**src/rtl/alu_pkg.sv**
```systemverilog
// Shared definitions for the multicycle ALU: opcodes, FSM states, iterative-op helpers.
package alu_pkg;

    localparam int unsigned OpAdd  = 0;
    localparam int unsigned OpSub  = 1;
    localparam int unsigned OpAnd  = 2;
    localparam int unsigned OpOr   = 3;
    localparam int unsigned OpXor  = 4;
    localparam int unsigned OpSll  = 5;
    localparam int unsigned OpSrl  = 6;
    localparam int unsigned OpSra  = 7;
    localparam int unsigned OpSlt  = 8;
    localparam int unsigned OpSltu = 9;
    localparam int unsigned OpMul  = 10;
    localparam int unsigned OpDivu = 11;
    localparam int unsigned OpRemu = 12;

    typedef enum logic {
        StIdle = 1'b0,
        StRun  = 1'b1
    } state_t;

    typedef enum logic [1:0] {
        IterMul  = 2'd0,
        IterDivu = 2'd1,
        IterRemu = 2'd2
    } iter_kind_t;

    // True for opcodes that take the multi-cycle path.
    function automatic logic is_iterative(input logic [31:0] op);
        return (op == OpMul) || (op == OpDivu) || (op == OpRemu);
    endfunction

endpackage

```
**src/rtl/alu_iter_core.sv**
```systemverilog
// Iterative datapath: shift-add multiplier and restoring divider, one bit per step.
module alu_iter_core
    import alu_pkg::*;
#(
    parameter int unsigned DATA_WIDTH = 32
) (
    input  logic                  clk,
    input  logic                  reset,
    input  logic                  load,
    input  logic                  step,
    input  iter_kind_t            kind,
    input  logic [DATA_WIDTH-1:0] a,
    input  logic [DATA_WIDTH-1:0] b,
    output logic                  last,
    output logic [DATA_WIDTH-1:0] result_next
);

    localparam int unsigned CntW = $clog2(DATA_WIDTH);

    // x: multiplicand (MUL) / dividend shifting into quotient (DIV)
    // y: multiplier (MUL) / divisor (DIV)
    // acc: product accumulator (MUL) / partial remainder (DIV), one extra bit for the trial subtract
    logic [CntW-1:0]       cnt_q;
    iter_kind_t            kind_q;
    logic [DATA_WIDTH-1:0] x_q, x_d;
    logic [DATA_WIDTH-1:0] y_q, y_d;
    logic [DATA_WIDTH:0]   acc_q, acc_d;
    logic [DATA_WIDTH:0]   rem_shift;
    logic                  rem_ge;

    assign rem_shift = {acc_q[DATA_WIDTH-1:0], x_q[DATA_WIDTH-1]};
    assign rem_ge    = rem_shift >= {1'b0, y_q};
    assign last      = (cnt_q == CntW'(DATA_WIDTH - 1));

    // One multiply or divide step computed from the current state.
    always_comb begin
        acc_d = acc_q;
        x_d   = x_q;
        y_d   = y_q;
        if (kind_q == IterMul) begin
            acc_d = {1'b0, acc_q[DATA_WIDTH-1:0] + (y_q[0] ? x_q : '0)};
            x_d   = x_q << 1;
            y_d   = y_q >> 1;
        end else begin
            // Divisor of zero always "fits", giving all-ones quotient and remainder == A.
            acc_d = rem_ge ? (rem_shift - {1'b0, y_q}) : rem_shift;
            x_d   = {x_q[DATA_WIDTH-2:0], rem_ge};
        end
    end

    // Result as it will be once the current step is applied.
    always_comb begin
        result_next = acc_d[DATA_WIDTH-1:0];
        if (kind_q == IterDivu) begin
            result_next = x_d;
        end
    end

    // Operand latch on load, step update while running.
    always_ff @(posedge clk or posedge reset) begin
        if (reset) begin
            cnt_q  <= '0;
            kind_q <= IterMul;
            x_q    <= '0;
            y_q    <= '0;
            acc_q  <= '0;
        end else if (load) begin
            cnt_q  <= '0;
            kind_q <= kind;
            x_q    <= a;
            y_q    <= b;
            acc_q  <= '0;
        end else if (step) begin
            cnt_q  <= last ? '0 : cnt_q + 1'b1;
            x_q    <= x_d;
            y_q    <= y_d;
            acc_q  <= acc_d;
        end
    end

endmodule

```
**src/rtl/alu_multicycle.sv**
```systemverilog
// Registered execute-stage ALU with start/valid handshake and iterative MUL/DIVU/REMU.
module alu_multicycle
    import alu_pkg::*;
#(
    parameter int unsigned DATA_WIDTH = 32,
    parameter int unsigned OP_WIDTH   = 4
) (
    input  logic                  clk,
    input  logic                  reset,
    input  logic                  Start_i,
    input  logic [OP_WIDTH-1:0]   ALU_Operation_i,
    input  logic [DATA_WIDTH-1:0] A_i,
    input  logic [DATA_WIDTH-1:0] B_i,
    output logic                  Busy_o,
    output logic                  Valid_o,
    output logic [DATA_WIDTH-1:0] ALU_Result_o,
    output logic                  Zero_o
);

    localparam int unsigned ShW = $clog2(DATA_WIDTH);

    state_t                state_q, state_d;
    logic                  valid_q, valid_d;
    logic [DATA_WIDTH-1:0] result_q, result_d;
    logic                  zero_q, zero_d;
    logic [31:0]           op;
    logic [ShW-1:0]        shamt;
    logic [DATA_WIDTH-1:0] single_res;
    iter_kind_t            iter_kind;
    logic                  core_load, core_step, core_last;
    logic [DATA_WIDTH-1:0] core_result;

    assign op    = 32'(ALU_Operation_i);
    assign shamt = B_i[ShW-1:0];

    // Single-cycle operations; undefined and iterative opcodes give 0 here.
    always_comb begin
        single_res = '0;
        case (op)
            OpAdd:  single_res = A_i + B_i;
            OpSub:  single_res = A_i - B_i;
            OpAnd:  single_res = A_i & B_i;
            OpOr:   single_res = A_i | B_i;
            OpXor:  single_res = A_i ^ B_i;
            OpSll:  single_res = A_i << shamt;
            OpSrl:  single_res = A_i >> shamt;
            OpSra:  single_res = DATA_WIDTH'($signed(A_i) >>> shamt);
            OpSlt:  single_res[0] = $signed(A_i) < $signed(B_i);
            OpSltu: single_res[0] = A_i < B_i;
            default: single_res = '0;
        endcase
    end

    // Map opcode to iterative datapath mode.
    always_comb begin
        case (op)
            OpMul:   iter_kind = IterMul;
            OpDivu:  iter_kind = IterDivu;
            default: iter_kind = IterRemu;
        endcase
    end

    alu_iter_core #(
        .DATA_WIDTH (DATA_WIDTH)
    ) u_iter_core (
        .clk         (clk),
        .reset       (reset),
        .load        (core_load),
        .step        (core_step),
        .kind        (iter_kind),
        .a           (A_i),
        .b           (B_i),
        .last        (core_last),
        .result_next (core_result)
    );

    // Handshake FSM: Start_i is only honoured in StIdle, so starts during RUN are dropped.
    always_comb begin
        state_d   = state_q;
        valid_d   = 1'b0;
        result_d  = result_q;
        zero_d    = zero_q;
        core_load = 1'b0;
        core_step = 1'b0;
        unique case (state_q)
            StIdle: begin
                if (Start_i) begin
                    if (is_iterative(op)) begin
                        core_load = 1'b1;
                        state_d   = StRun;
                    end else begin
                        result_d = single_res;
                        zero_d   = (single_res == '0);
                        valid_d  = 1'b1;
                    end
                end
            end
            StRun: begin
                core_step = 1'b1;
                if (core_last) begin
                    state_d  = StIdle;
                    result_d = core_result;
                    zero_d   = (core_result == '0);
                    valid_d  = 1'b1;
                end
            end
            default: state_d = StIdle;
        endcase
    end

    // State and output registers.
    always_ff @(posedge clk or posedge reset) begin
        if (reset) begin
            state_q  <= StIdle;
            valid_q  <= 1'b0;
            result_q <= '0;
            zero_q   <= 1'b1;
        end else begin
            state_q  <= state_d;
            valid_q  <= valid_d;
            result_q <= result_d;
            zero_q   <= zero_d;
        end
    end

    assign Busy_o       = (state_q == StRun);
    assign Valid_o      = valid_q;
    assign ALU_Result_o = result_q;
    assign Zero_o       = zero_q;

endmodule
```
**config.mk**
```make
export PLATFORM = sky130hd
export DESIGN_NAME = alu_multicycle
export DESIGN_NICKNAME = d
export VERILOG_FILES = /design/src/rtl/alu_pkg.sv /design/src/rtl/alu_iter_core.sv /design/src/rtl/alu_multicycle.sv
export SDC_FILE = /design/constraint.sdc
export NUM_CORES = 1
export LEC_CHECK = 0
export BUFFER_PORTS_ARGS = -buffer_cell sky130_fd_sc_hd__buf_2
export CAP_MARGIN = 20
export CORE_MARGIN = 3
export CORE_UTILIZATION = 35
export DETAILED_ROUTE_END_ITERATION = 16
export SYNTH_ARGS = -nofsm -noshare
export SYNTH_HDL_FRONTEND = slang
export SYNTH_SLANG_ARGS = --single-unit
```
**constraint.sdc**
```tcl
create_clock -name clk -period 6.12 [get_ports clk]
set_clock_uncertainty 0.1 [all_clocks]
set_input_delay 1.224 -clock clk [delete_from_list [all_inputs] [get_ports clk]]
set_output_delay 1.224 -clock clk [all_outputs]
set_load 0.02 [all_outputs]
```
==> impl_metrics.toml, run 1 <==
[status]
status = "finished, final reports clean"

[drt]
drt-initial-drc-count = 3527
met3WireLength_um = 9800
via_per_inst = 6.41
dr_total_vias = 23500
drc = 0
wl_met1_um = 41500
postRouteAntennaNets = 0
wire_per_inst_um = 27.9
wl_um = 102000
top_layer = "met5"
wl_met2_um = 43100
first_pass_iters = 9

[floorplanning]
initial_utilization_pct = 35.8
boundaryPins = 106
die_h_um = 250
rows = 88
dieArea_mm2 = 0.0625
core_area_mm2 = 0.0582
die_w_um = 250

[power]
power.density_mw_per_mm2 = 443
vdd_drop_max_mv = 0.314
p_leak_nw = 9.98

[sta]
worst_slew_pin_slew_ns = 1.08
fmax_mhz = 186
period_share_pct = 87.7
rsz0062_at_grt = "false"
maxSlewHeadroom_pct = 27.0
min_period_ns = 5.37
slew_viol_final = 0
setup_tns_ns = 0
hold_violations = 0
finalWorstSetupSlack_ns = 0.752
setup_viol_count_final = 0

[global_route]
first_global_vias = 22100
overflow = 0
antenna_found_initial = 4
grt_pass1_wl_um = 149000
grt_max_degree = 99
grt_usage_pct = 31.4

[final_layout]
fin_area_mm2 = 0.0230
area_growth_syn_to_layout_pct = 10.2
drive_above_1_share_pct = 13.0
finalNetCount = 3132

[synth]
synth_cells = 2868
synth-edff-count = 0
synth.distinct_cells = 101
synth_fp_nets = 3113
synth_seq_cells = 138
ys_warn_count = 0
syn_avg_cell_area_um2 = 7.27
ys.flop_type = "dfrtp_1"
syn-cell-area_mm2 = 0.0208
yosysSeqAreaShare_pct = 16.6
async_flop_share_pct = 100

[worst_setup_path]
critPathLaunchType = "primary input"
crit_required_ns = 6.38
reg2reg_from = "u_iter_core.x_q[0]"
cp.arrival_ns = 5.62
r2r_cells = 16
crit_type = "primary input to register"
cp_max_fo = 6
endpoint_kind = "register"
rr_endpoint = "Zero_o"
reg2reg_slack_ns = 0.97

[clock_network]
worstSkewPairLatency_ns = 0.46
cts_tree = "done"
cts_resized = 0
holdBufCountCts = 0
numCtsBuffers = 17
postCtsSetupBuffers = 0
h-tree-depth = 4
clk_pin_slew_ns = 0.07
clk_path_buf_depth = 2
clock_sinks = 138
cts_root_buf = "clkbuf_16"

[min_path]
min-delay-start = "ALU_Result_o[4]"
min_path_cells = 2
holdPathEnd = "ALU_Result_o[4]"
hold_class = "register to register"

[run]
cap_viol_max_count = 0

[placed_design]
preCtsSetupSlack_ns = 0.533
gp_congestion = 1.10
dp_hpwl_um = 80500
io_buffers = 105
dpl_cell_area_mm2 = 0.0223
per-stage QoR:
stage          utilization (%)  total power, W  hold WS [ns]  instances
6_report                  39.4          0.0102         0.401       3667
5_1_grt                   39.4          0.0109         0.434       3665
4_1_cts                   39.4          0.0100         0.402       3665
3_5_place_dp              38.3         0.00887         0.388       3633
3_3_place_gp              38.3         0.00888         0.383       3633
2_1_floorplan                -         0.00667         0.380       2868
cell usage in the layout (no fill, tap or decap), types with 19 or more instances in the layout:
cell and count:
o21ai_0 199, o22ai_1 19, nor3_1 54, nand3_1 56, and3_1 21, o31ai_1 25, o211ai_1 43, xor2_1 21
a21oi_1 267, xnor2_1 47, a22oi_1 19, a31oi_1 67, nand4_1 31, ha_1 170, nand2_1 344, and2_1 41
nor4_1 20, buf_4 110, nor2b_1 21, nor2_1 309, a221oi_1 29, mux2i_1 81, buf_2 102, a211oi_1 45
a21o_1 41, inv_1 148, mux4_2 41, mux2_2 43, dfrtp_1 134
how the worst max path moves through the flow:
stage                       from     end  slack [ns]  cells past startpoint
after floorplan           B_i[3]  Zero_o        0.89                     17
after global placement    B_i[1]  Zero_o        0.61                     18
after detailed placement  A_i[0]  Zero_o        0.53                     18
after CTS                 A_i[0]  Zero_o        0.96                     18
after global routing      A_i[0]  Zero_o        0.53                     18
final                     A_i[0]  Zero_o        0.75                     18
area by class of cell:
class,instances,area [um^2]
Timing Repair Buffer,213,1360
Sequential cell,138,3460
Tap cell,765,957
Clock inverter,14,199
Inverter,153,579
Antenna cell,2,5.00
Clock buffer,18,429
Fill cell,6257,35300
Multi-Input combinational cell,2364,16000
cell families after synthesis:
family,synth area share [%]
AND/OR/NAND/NOR,21.7
AO/OA/AOI/OAI,30.6
buffers and inverters,7.02
multiplexers,10.6
adder cells (fa/ha/maj),10.6
XOR/XNOR,2.86
flip-flops,16.6
synth_stat cells, types with 14 or more instances:
cell / count / area [um^2]
inv_1: 149 / 559
a221oi_1: 29 / 254
or3_1: 15 / 93.8
a31oi_1: 67 / 419
a22oi_1: 19 / 143
o211ai_1: 43 / 323
nor4_1: 22 / 138
a211o_1: 17 / 149
xor2_1: 21 / 184
nand2b_1: 18 / 113
clkbuf_1: 140 / 526
dfrtp_1: 137 / 3430
nand2_1: 345 / 1290
nand3_1: 57 / 285
o21bai_1: 14 / 105
buf_1: 21 / 78.8
ha_1: 170 / 2130
nand4_1: 31 / 194
nor2_1: 311 / 1170
a21oi_1: 267 / 1340
o2111ai_1: 14 / 123
mux4_2: 41 / 923
and2_1: 41 / 257
mux2i_1: 81 / 811
a211oi_1: 45 / 338
xnor2_1: 47 / 412
o31ai_1: 25 / 188
buf_2: 43 / 215
nor2b_1: 21 / 131
and3_1: 21 / 131
nor3_1: 54 / 270
o22ai_1: 19 / 119
o21ai_0: 199 / 996
o21a_1: 15 / 113
mux2_2: 43 / 484
a21o_1: 41 / 308
state kept, by name, summed over array words and instances, names as in the netlist:
name / flops
ALU_Result_o: 32
Busy_o: 1
Valid_o: 1
Zero_o: 1
u_iter_core.acc_q: 32
u_iter_core.cnt_q: 5
u_iter_core.kind_q: 2
u_iter_core.x_q: 32
u_iter_core.y_q: 32
critical path: stages:
cell,delay (ns)
buf_2,0.14
inv_1,0.15
ha_1,0.19
inv_1,0.06
fa_1,0.37
nor2b_1,0.17
o311ai_1,0.63
a31oi_1,0.17
nor3_1,0.45
o32ai_1,0.19
a2111oi_0,0.48
buf_4,0.21
nand2_1,0.04
or4_1,0.39
nor4_1,0.33
buf_4,0.18
a41oi_1,0.13
o31ai_1,0.12
layer usage:
metal | vias to the layer above | GRT usage, %
met4 | 2 | 19.7
met2 | 1403 | 47.5
li1 | 10600 | -
met1 | 11200 | 41.5
met3 | 329 | 5.33
met5 | - | 0
power breakdown:
group	internal, W	switching (W)
Clock	0.000661	0.000483
Sequential	0.00133	0.000547
Combinational	0.00263	0.00452
Total	0.00462	0.00555
(Power assumes the default switching activity.)
==> run 2, diff against run 1 <==
--- a/config.mk
+++ b/config.mk
@@ -5,6 +5,7 @@
 export SDC_FILE = /design/constraint.sdc
 export NUM_CORES = 1
 export LEC_CHECK = 0
+export ABC_AREA = 1
 export BUFFER_PORTS_ARGS = -buffer_cell sky130_fd_sc_hd__buf_2
 export CAP_MARGIN = 20
 export CORE_MARGIN = 3
==> impl_metrics.toml, run 2 <==
[drt]
via_per_inst = 5.74
postRouteAntennaNets = 0
first_pass_iters = 6
wl_um = 109000
drt-initial-drc-count = 3369
drc = 0
wire_per_inst_um = 23.6
dr_total_vias = 26600

[clock_network]
h-tree-depth = 4
numCtsBuffers = 17
clk_path_buf_depth = 2
worstSkewPairLatency_ns = 0.45
holdBufCountCts = 0
cts_resized = 0
clock_sinks = 138
postCtsSetupBuffers = 0
clk_pin_slew_ns = 0.07
cts_tree = "done"
cts_root_buf = "clkbuf_16"

[power]
vdd_drop_max_mv = 0.236
switchingPower_w = 0.00690
p_leak_nw = 12.5
p_clk_share_pct = 10.0
p_int_w = 0.00455
switching_share_pct = 60.3
p_comb_share_pct = 73.5
power.density_mw_per_mm2 = 493
p_seq_share_pct = 16.4
total_power_w = 0.0115

[global_route]
overflow = 0
grt_usage_pct = 33.1
grt_pass1_wl_um = 159000
grt_max_degree = 86
antenna_found_initial = 7
first_global_vias = 24700

[floorplanning]
die_h_um = 254
initial_utilization_pct = 35.6
dieArea_mm2 = 0.0646
rows = 90
boundaryPins = 106
die_w_um = 254
core_area_mm2 = 0.0606

[synth]
syn-cell-area_mm2 = 0.0216
yosys.area.top_type_share_pct = 20.2
yosysSeqAreaShare_pct = 16.0
synth-edff-count = 0
syn_avg_cell_area_um2 = 5.61
async_flop_share_pct = 100
synth.top_cells.by_count = "1159 x nand2_1, 623 x nand3_1, 492 x inv_1"
synth_fp_nets = 4086
synth_most_common_cell = "nand2_1"
synth.distinct_cells = 52
yosysTopAreaCell = "nand2_1"
synth_cells = 3841
synth_seq_cells = 138
ys.flop_type = "dfrtp_1"
yosys-top-cells-area = "nand2_1 20%, dfrtp_1 16%, nand3_1 14%, ha_1 9.9%, inv_1 8.6%"
ys_warn_count = 0

[sta]
rsz0062_at_grt = "false"
hold_violations = 0
worst_slew_pin_slew_ns = 0.986
setup_viol_count_final = 0
period_share_pct = 73.0
maxSlewHeadroom_pct = 34.0
setup_tns_ns = 0
fmax_mhz = 224
min_period_ns = 4.47
slew_viol_final = 0

[final_layout]
fin_area_mm2 = 0.0232
layoutNonFillerInstCount = 4640
finalNetCount = 4089
layout_commonest_cell = "nand2_1"
area_growth_syn_to_layout_pct = 7.68
drive_above_1_share_pct = 6.77
final_core_util_pct = 38.3
layout_common_cells = "1157 x nand2_1, 623 x nand3_1, 489 x inv_1, 334 x nor2_1, 213 x a21oi_1"
fillerInstances = 6964
multi_input_area_mm2 = 0.0155
register_area_mm2 = 0.00346

[worst_setup_path]
rr_endpoint = "Zero_o"
crit_top_cell = "inv_1"
critPathLaunchType = "primary input"
crit_end = "u_iter_core.y_q[8]"
critical_path.slowest_cell = "a21oi_1"
slowest_delay_ns = 0.57
cp_max_fo = 40
reg2reg_from = "u_iter_core.y_q[0]"
crit_start = "ALU_Operation_i[3]"
crit_type = "primary input to register"
reg2reg_slack_ns = 1.93
crit_required_ns = 6.38
r2r_cells = 20
cp_cell_sequence = "buf_2 -> inv_1 -> nor2_1 -> inv_1 -> nor2_1 -> inv_1 -> nand2_1 -> nand2_1 -> nor2_2 -> inv_2 -> o21ai_2 -> buf_4 -> inv_1 -> a21oi_1 -> o21ai_0 -> o21ai_0"
cp.arrival_ns = 4.73
endpoint_kind = "register"

[min_path]
min_path_cells = 2
hold_class = "register to register"

[placed_design]
dp_hpwl_um = 88700
dp_cells = 4607
io_buffers = 105
gp_congestion = 1.08
dpl_cell_area_mm2 = 0.0226

[status]
status = "finished, final reports clean"

[run]
cap_viol_max_count = 0
==> run 2: worst max-delay path, delay by kind of cell <==
kind            cells  cell delay [ns]
buf+inv             7             1.39
simple gates        5             0.81
compound gates      4             1.26
==> run 2: power groups by stage <==
stage	logic, W	clock network, W	registers [W]
4_1_cts	0.00825	0.00115	0.00186
5_1_grt	0.00929	0.00119	0.00189
2_1_floorplan	0.00569	0	0.00172
3_3_place_gp	0.00820	0	0.00187
3_5_place_dp	0.00820	0	0.00187
6_report	0.00842	0.00115	0.00188
==> run 2: kinds of logic after synthesis <==
kind of cell | share of synthesized area, %
AOI/OAI and AO/OA | 14.7
xor gates and xnor gates | 0.731
adders and majority gates | 10.2
buffers and inverters | 12.2
DFF | 16.0
and+or+nand+nor | 46.1
==> run 2: how the worst min path moves through the flow <==
stage	start	end	slack (ns)
floorplan	u_iter_core.cnt_q[4]	u_iter_core.cnt_q[4]	0.37
global placement	ALU_Result_o[27]	ALU_Result_o[27]	0.36
detailed placement	ALU_Result_o[27]	ALU_Result_o[27]	0.37
CTS	ALU_Result_o[27]	ALU_Result_o[27]	0.38
global route	ALU_Result_o[3]	ALU_Result_o[3]	0.40
finish	ALU_Result_o[27]	ALU_Result_o[27]	0.39
==> run 2: area by class of cell <==
type	count	share of cell area [%]
sequential	138	14.9
inverter	508	8.24
antenna	1	0.0108
tap	782	4.22
clock buffer	17	1.83
clock inverter	15	0.868
multi-input combinational	3044	66.7
timing repair buffer	135	3.23
==> run 2: per-stage QoR <==
| step | hold WS, ns | setup slack [ns] |
|---|---|---|
| global route | 0.404 | 1.47 |
| global placement | 0.364 | 1.32 |
| finish | 0.385 | 1.65 |
| CTS | 0.384 | 1.85 |
| detailed placement | 0.366 | 1.39 |
| floorplan | 0.372 | 1.10 |
==> run 2: routing by layer <==
metal  vias to the layer above  GRT usage (%)  routed length (um)
li1                      12600              -                   -
met1                     12200           41.9               43200
met2                      1497           51.2               47000
met3                       322           5.51                9740
met4                         2           23.9                9610
met5                         -              0                  15
